File: src/rtl/if_fetch_stage_if.sv
// Instruction-SRAM port of the fetch stage: SRAM-like req/addr_ok/data_ok protocol.
// Handshake: a request is accepted on a cycle with req & addr_ok; addr must hold steady until then.
// data_ok pulses once per accepted request, no earlier than the cycle after addr_ok.
interface if_fetch_stage_if;
  logic        req;
  logic [31:0] addr;
  logic        addr_ok;
  logic        data_ok;
  logic [31:0] rdata;

  modport master (output req, addr, input addr_ok, data_ok, rdata);
  modport slave  (input req, addr, output addr_ok, data_ok, rdata);
endinterface

File: src/rtl/if_fetch_stage.sv
// IF stage: owns the PC, issues one outstanding fetch at a time and holds one {pc,inst} slot
// for ID. Redirects (br_taken_cancel) discard in-flight wrong-path fetches via a redirect buffer.
module if_fetch_stage #(
  parameter logic [31:0] RESET_PC = 32'h1c000000
) (
  input  logic                     clk,
  input  logic                     resetn,
  input  logic [33:0]              br_bus,
  input  logic                     id_allowin,
  output logic                     if_to_id_valid,
  output logic [63:0]              if_to_id_bus,
  if_fetch_stage_if.master         inst_sram,
  output logic [1:0]               dbg_state
);

  typedef enum logic [1:0] {
    S_IDLE = 2'd0,
    S_REQ  = 2'd1,
    S_WAIT = 2'd2
  } state_t;

  state_t      state;
  logic        req_q;
  logic [31:0] addr_q;
  logic [31:0] fetch_pc;
  logic        rb_valid;
  logic [31:0] rb_target;
  logic        req_from_rb;
  logic        discard;
  logic        slot_valid;
  logic [63:0] slot_bus;

  logic        cancel;
  logic [31:0] br_target;
  logic [31:0] nextpc;
  logic        slot_free;
  logic        unused_br;

  assign cancel    = br_bus[0];
  assign br_target = {br_bus[33:4], 2'b00};
  assign unused_br = ^br_bus[3:1];
  assign nextpc    = rb_valid ? rb_target : cancel ? br_target : fetch_pc + 32'd4;
  // A cancel empties the slot this cycle just like a transfer does.
  assign slot_free = !slot_valid || id_allowin || cancel;

  always_ff @(posedge clk) begin
    if (!resetn) begin
      state       <= S_IDLE;
      req_q       <= 1'b0;
      addr_q      <= RESET_PC;
      fetch_pc    <= RESET_PC - 32'd4;
      rb_valid    <= 1'b0;
      rb_target   <= 32'd0;
      req_from_rb <= 1'b0;
      discard     <= 1'b0;
      slot_valid  <= 1'b0;
      slot_bus    <= 64'd0;
    end else begin
      if (state == S_WAIT && inst_sram.data_ok && !discard && !cancel) begin
        slot_valid <= 1'b1;
        slot_bus   <= {fetch_pc, inst_sram.rdata};
      end else if (cancel || id_allowin) begin
        slot_valid <= 1'b0;
      end

      case (state)
        S_IDLE: begin
          if (slot_free) begin
            state <= S_REQ;
            req_q <= 1'b1;
            if (cancel) begin
              addr_q      <= br_target;
              rb_valid    <= 1'b0;
              req_from_rb <= 1'b0;
            end else begin
              addr_q      <= nextpc;
              req_from_rb <= rb_valid;
            end
          end
        end
        S_REQ: begin
          // The address stays on the bus even if cancelled; its data is dropped later.
          if (cancel) begin
            discard     <= 1'b1;
            rb_valid    <= 1'b1;
            rb_target   <= br_target;
            req_from_rb <= 1'b0;
          end
          if (inst_sram.addr_ok) begin
            state    <= S_WAIT;
            req_q    <= 1'b0;
            fetch_pc <= addr_q;
            if (req_from_rb && !cancel) rb_valid <= 1'b0;
          end
        end
        S_WAIT: begin
          if (cancel) begin
            rb_valid  <= 1'b1;
            rb_target <= br_target;
          end
          if (inst_sram.data_ok) begin
            discard <= 1'b0;
            state   <= S_IDLE;
          end else if (cancel) begin
            discard <= 1'b1;
          end
        end
        default: state <= S_IDLE;
      endcase
    end
  end

  assign inst_sram.req  = req_q;
  assign inst_sram.addr = addr_q;
  assign if_to_id_valid = slot_valid;
  assign if_to_id_bus   = slot_bus;
  assign dbg_state      = state;

endmodule

File: src/flat_wrapper.sv
// flat-port wrapper written by rule: the top's interface ports become plain ports
module if_fetch_stage_flat 
#(
  parameter logic [31:0] RESET_PC = 32'h1c000000
)
  (clk, resetn, br_bus, id_allowin, if_to_id_valid, if_to_id_bus, dbg_state, inst_sram_req, inst_sram_addr, inst_sram_addr_ok, inst_sram_data_ok, inst_sram_rdata);
  if_fetch_stage_if inst_sram_i ();
  input  logic clk;
  input  logic resetn;
  input  logic [33:0] br_bus;
  input  logic id_allowin;
  output logic if_to_id_valid;
  output logic [63:0] if_to_id_bus;
  output logic [1:0] dbg_state;
  output wire logic [$bits(inst_sram_i.req)-1:0] inst_sram_req;
  output wire logic [$bits(inst_sram_i.addr)-1:0] inst_sram_addr;
  input wire logic [$bits(inst_sram_i.addr_ok)-1:0] inst_sram_addr_ok;
  input wire logic [$bits(inst_sram_i.data_ok)-1:0] inst_sram_data_ok;
  input wire logic [$bits(inst_sram_i.rdata)-1:0] inst_sram_rdata;
  assign inst_sram_req = inst_sram_i.req;
  assign inst_sram_addr = inst_sram_i.addr;
  assign inst_sram_i.addr_ok = inst_sram_addr_ok;
  assign inst_sram_i.data_ok = inst_sram_data_ok;
  assign inst_sram_i.rdata = inst_sram_rdata;
  if_fetch_stage #(.RESET_PC(RESET_PC)) u_core (.clk(clk), .resetn(resetn), .br_bus(br_bus), .id_allowin(id_allowin), .if_to_id_valid(if_to_id_valid), .if_to_id_bus(if_to_id_bus), .inst_sram(inst_sram_i), .dbg_state(dbg_state));
endmodule
File: config.mk
export PLATFORM = sky130hd
export DESIGN_NAME = if_fetch_stage_flat
export DESIGN_NICKNAME = d
export VERILOG_FILES = /design/src/rtl/if_fetch_stage_if.sv /design/src/rtl/if_fetch_stage.sv /design/src/flat_wrapper.sv
export SDC_FILE = /design/constraint.sdc
export NUM_CORES = 1
export LEC_CHECK = 0
export ABC_AREA = 0
export CELL_PAD_IN_SITES_DETAIL_PLACEMENT = 0
export CELL_PAD_IN_SITES_GLOBAL_PLACEMENT = 2
export CORE_MARGIN = 2
export CORE_UTILIZATION = 29
export CTS_CLUSTER_DIAMETER = 100
export DETAILED_ROUTE_END_ITERATION = 12
export PLACE_DENSITY_LB_ADDON = 0.12
export SETUP_SLACK_MARGIN = 0.15
export SLEW_MARGIN = 20
export SYNTH_ARGS = -nofsm -noshare
export SYNTH_HDL_FRONTEND = slang
export SYNTH_SLANG_ARGS = --single-unit
File: constraint.sdc
create_clock -name clk -period 2 [get_ports clk]
set_input_delay 0.3 -clock clk [delete_from_list [all_inputs] [get_ports clk]]
set_output_delay 0.3 -clock clk [all_outputs]
set_load 0.01 [all_outputs]
==> results summary <==
The flow ran to the end, and the final reports show no timing, DRC or antenna violations. The final weighted congestion in routability-driven placement came out at 0.768. Dividing the final minimum period by the clock period gives 0.919. The number of global-route vias before repair came out at 6559. CTS built an H-tree with a depth of 4. The average detailed-routed wire length per instance came out at 16.6 um. The category of the critical setup timing path is flip-flop to flip-flop. The hold violation total from the final report is 0. The number of library cell types mapped by synthesis came out at 66. The maximum fanout encountered on the critical timing path is 8. The minimum setup slack among reg-to-reg paths came out at 0.16 ns. The count of cells along the worst register-to-register path came out at 6. The final worst setup slack came out at 0.161 ns. The maximum achievable frequency is 544 MHz. The floorplan die area is around 27000 sq um. The total of max-cap violations came out at 0. Measured along the x axis, the die boundary spans ~160 um. TritonCTS built the clock tree. In this run the cell area measured after placement is 9760 sq um. The cell depth of the worst hold path is 2. The total nets after synthesis is 1011. The post-synthesis instance area is 7370 sq um. After layout, the design draws a total of 10.6 mW. The core footprint came out at around 25000 sq um. The global-route congestion overflow total came out at 0.

The remaining design rule violation count is 0. The count of nets left with antenna violations once routing finished came out at 0. The worst slack at placement came out at -0.0434 ns. After detailed placement, the design holds a cell count of between 1000 and 1500. The clock net sink count is around 170. The clock latency reported for the late side of the worst-skew pair came out at approximately 0.42 ns. Entering global routing, the biggest net connects 66 pins. The post-route standard cell area excluding fillers came out at 10400 sq um. For this run, the register share of the synthesized area comes to 0.448.

The root buffer cell chosen for the clock tree is sky130_fd_sc_hd__clkbuf_16. Once layout is complete, the cells apart from fillers number 1455. For the pin with the worst max-slew slack, the measured transition is slightly below 0.5 ns. In the final layout, the multi-input gates occupy roughly 3700 sq um. For this block, the initial DRC count from the detailed router was 348. The type of the most critical hold path is primary input to flip-flop. The count of mapped cells out of synthesis is 935. The deepest clock path buffer count came out at 2.

The final layout contains 1188 nets. The fraction of registers with async set/reset is 0. The post-layout utilization of the core is 0.415. The element type at the critical path start is a flip-flop.

VDD sags by at most just over 0.0004 V. The mean cell area of the mapped netlist is between 7 and 8 sq um. The minimum clock period after layout is between 1.5 and 2 ns. The final setup TNS is 0 ns. Compared with the post-synthesis result, the final layout area differs by 40.9%.

Across all layers, the routed design uses 6850 vias. The area occupied by registers came out at 3310 sq um. The wire length after detailed routing came out at approximately 24 mm. Among all flip-flop cells after synthesis, the most frequent one is sky130_fd_sc_hd__dfxtp_1. The post-synthesis sequential element count is 165. The register clock-pin slew on the reported worst setup and hold paths came out at 0.07 ns. Data on the critical path is required at its endpoint by 2.28 ns. STA classifies the critical path endpoint as a flip-flop. The via count normalized by instance count is 4.71.

The height of the chip is ~160 um. The count of inserted antenna diode cells is 0. The data arrival time of the critical path came out at 2.12 ns.

The number of buffers inserted during clock tree synthesis came out at 17. The number of iterations in the first detailed-routing pass came out at 4. The boundary pin count is 171. The HPWL reported at the end of detailed placement came out at between 15 and 20 mm. The tightest hold margin came out at 0.226 ns. The leakage power summed over all cells is between 3 and 4 nW.

The number of filler instances in the final layout is 2668. The worst clock skew is 0.0147 ns. For this run, global-route usage on met1 was measured as 0.236. The total number of yosys warnings is 0. The initialized floorplan defines 58 standard-cell rows. The worst relative slew slack came out at 0.669. Across every metal layer, demand over resource in global routing totals 0.181. Of the cells placed in the final design, the portion with a size suffix greater than 1 is 0.118. The power density of the placed cells is 1020 nW/um^2. For this run, global-route usage on met2 was measured as 0.308. The number of max-slew violations in the final report is 0. The number of antenna violations at the first check in global routing is 0. The count of input and output buffers is 167. The global-route wire length before repair is 37.2 mm. The effective utilization at floorplan is 0.294. Setup repair after global routing could not meet its margin everywhere.

The count of endpoints failing setup in the final report is 0. The global routing met3 resource utilization is 0.0343. The count of flip-flops with a built-in enable after synthesis came out at 0. After global routing, the most crowded layer is met2.
repair_timing:
item                                    4_1_cts  5_1_grt
hold endpoints to repair                      0        0
endpoints found under the setup margin        5       81
hold buffers                                  0        0
cloned                                        0        1
resized for setup                             4       10
pin swaps                                     0        4
buffers inserted                              0        1
sequential cells by signal (all words and copies together), names as in the netlist:
register and count:
u_core.if_to_id_valid 1, u_core.rb_target 30, u_core.inst_sram.req 1, u_core.req_from_rb 1, u_core.inst_sram.addr 32, u_core.if_to_id_bus 64
u_core.rb_valid 1, u_core.discard 1, u_core.fetch_pc 32, u_core.dbg_state 2
path summary, 6_finish.rpt:
path | startpoint | endpoint
worst min-delay path | resetn | u_core.fetch_pc[15]
worst max-delay path | u_core.fetch_pc[2] | u_core.inst_sram.addr[26]
worst max register to register | u_core.fetch_pc[2] | u_core.inst_sram.addr[26]
worst min register to register | u_core.if_to_id_bus[5] | u_core.if_to_id_bus[5]
logic make-up (layout without fill, tap and decap cells):
| logic type | Yosys count | after routing | synth area share |
|---|---|---|---|
| adder cells (fa/ha/maj) | 5 | 5 | 0.00849 |
| multiplexers | 5 | 5 | 0.00696 |
| AO/OA/AOI/OAI | 225 | 225 | 0.208 |
| AND/OR/NAND/NOR | 427 | 427 | 0.257 |
| flip-flops | 165 | 165 | 0.448 |
| XOR/XNOR | 19 | 19 | 0.0226 |
| buffers and inverters | 89 | 279 | 0.0484 |
where the power goes:
group / internal (mW) / total, mW / switching, mW
sequential: 3.69 / 4.06 / 0.371
clock: 1.67 / 3.14 / 1.46
combinational: 1.60 / 3.42 / 1.82
cells in the final DEF, fill, tap and decap left out, types with 4 or more instances in the layout:
cell type and count:
sky130_fd_sc_hd__mux2i_1 4, sky130_fd_sc_hd__a21oi_1 31, sky130_fd_sc_hd__buf_12 10, sky130_fd_sc_hd__a211oi_1 5, sky130_fd_sc_hd__inv_1 13, sky130_fd_sc_hd__nor2_1 30, sky130_fd_sc_hd__nor3_1 8, sky130_fd_sc_hd__nand2_1 303
sky130_fd_sc_hd__o21ai_1 18, sky130_fd_sc_hd__clkinv_4 4, sky130_fd_sc_hd__a21boi_1 41, sky130_fd_sc_hd__buf_4 55, sky130_fd_sc_hd__o211ai_1 7, sky130_fd_sc_hd__clkdlybuf4s50_1 165, sky130_fd_sc_hd__xor2_1 13, sky130_fd_sc_hd__clkinvlp_4 4
sky130_fd_sc_hd__dfxtp_1 162, sky130_fd_sc_hd__o21a_1 4, sky130_fd_sc_hd__a31oi_1 8, sky130_fd_sc_hd__nand4_1 6, sky130_fd_sc_hd__clkbuf_16 18, sky130_fd_sc_hd__nand3_1 36, sky130_fd_sc_hd__xnor2_1 6, sky130_fd_sc_hd__a221oi_1 7
sky130_fd_sc_hd__o21ai_0 22, sky130_fd_sc_hd__a21boi_0 64
synthesized netlist by cell type (13+ instances only):
cell type / count / area [sq um]
sky130_fd_sc_hd__nand2_1: 303 / 1140
sky130_fd_sc_hd__o21ai_0: 22 / 110
sky130_fd_sc_hd__xor2_1: 13 / 114
sky130_fd_sc_hd__a21oi_1: 31 / 155
sky130_fd_sc_hd__nand3_1: 36 / 180
sky130_fd_sc_hd__clkbuf_1: 51 / 191
sky130_fd_sc_hd__a21boi_0: 64 / 480
sky130_fd_sc_hd__a21boi_1: 41 / 308
sky130_fd_sc_hd__o21ai_1: 18 / 90.1
sky130_fd_sc_hd__buf_2: 14 / 70.1
sky130_fd_sc_hd__inv_1: 14 / 52.6
sky130_fd_sc_hd__dfxtp_1: 165 / 3300
sky130_fd_sc_hd__nor2_1: 30 / 113
per-layer routing:
metal,vias to the layer above,part of all wire
met5,-,0
met3,11,0.039
met1,3211,0.48
met2,129,0.47
li1,3499,-
met4,0,0.0089
area by class of cell:
class,instances,share of cell area
Clock buffer,20,0.0440
Clock inverter,12,0.00928
Inverter,14,0.00506
Multi-Input combinational cell,681,0.361
Sequential cell,165,0.319
Tap cell,330,0.0398
Timing Repair Buffer,233,0.222
worst max-delay path, stage by stage (launching register included):
cell	delay, ns
sky130_fd_sc_hd__dfxtp_1	0.35
sky130_fd_sc_hd__ha_2	0.24
sky130_fd_sc_hd__and4_2	0.30
sky130_fd_sc_hd__nand4_4	0.17
sky130_fd_sc_hd__o31a_1	0.33
sky130_fd_sc_hd__o21ai_1	0.19
sky130_fd_sc_hd__a41oi_1	0.13
Power figures use the tool's default switching activity.
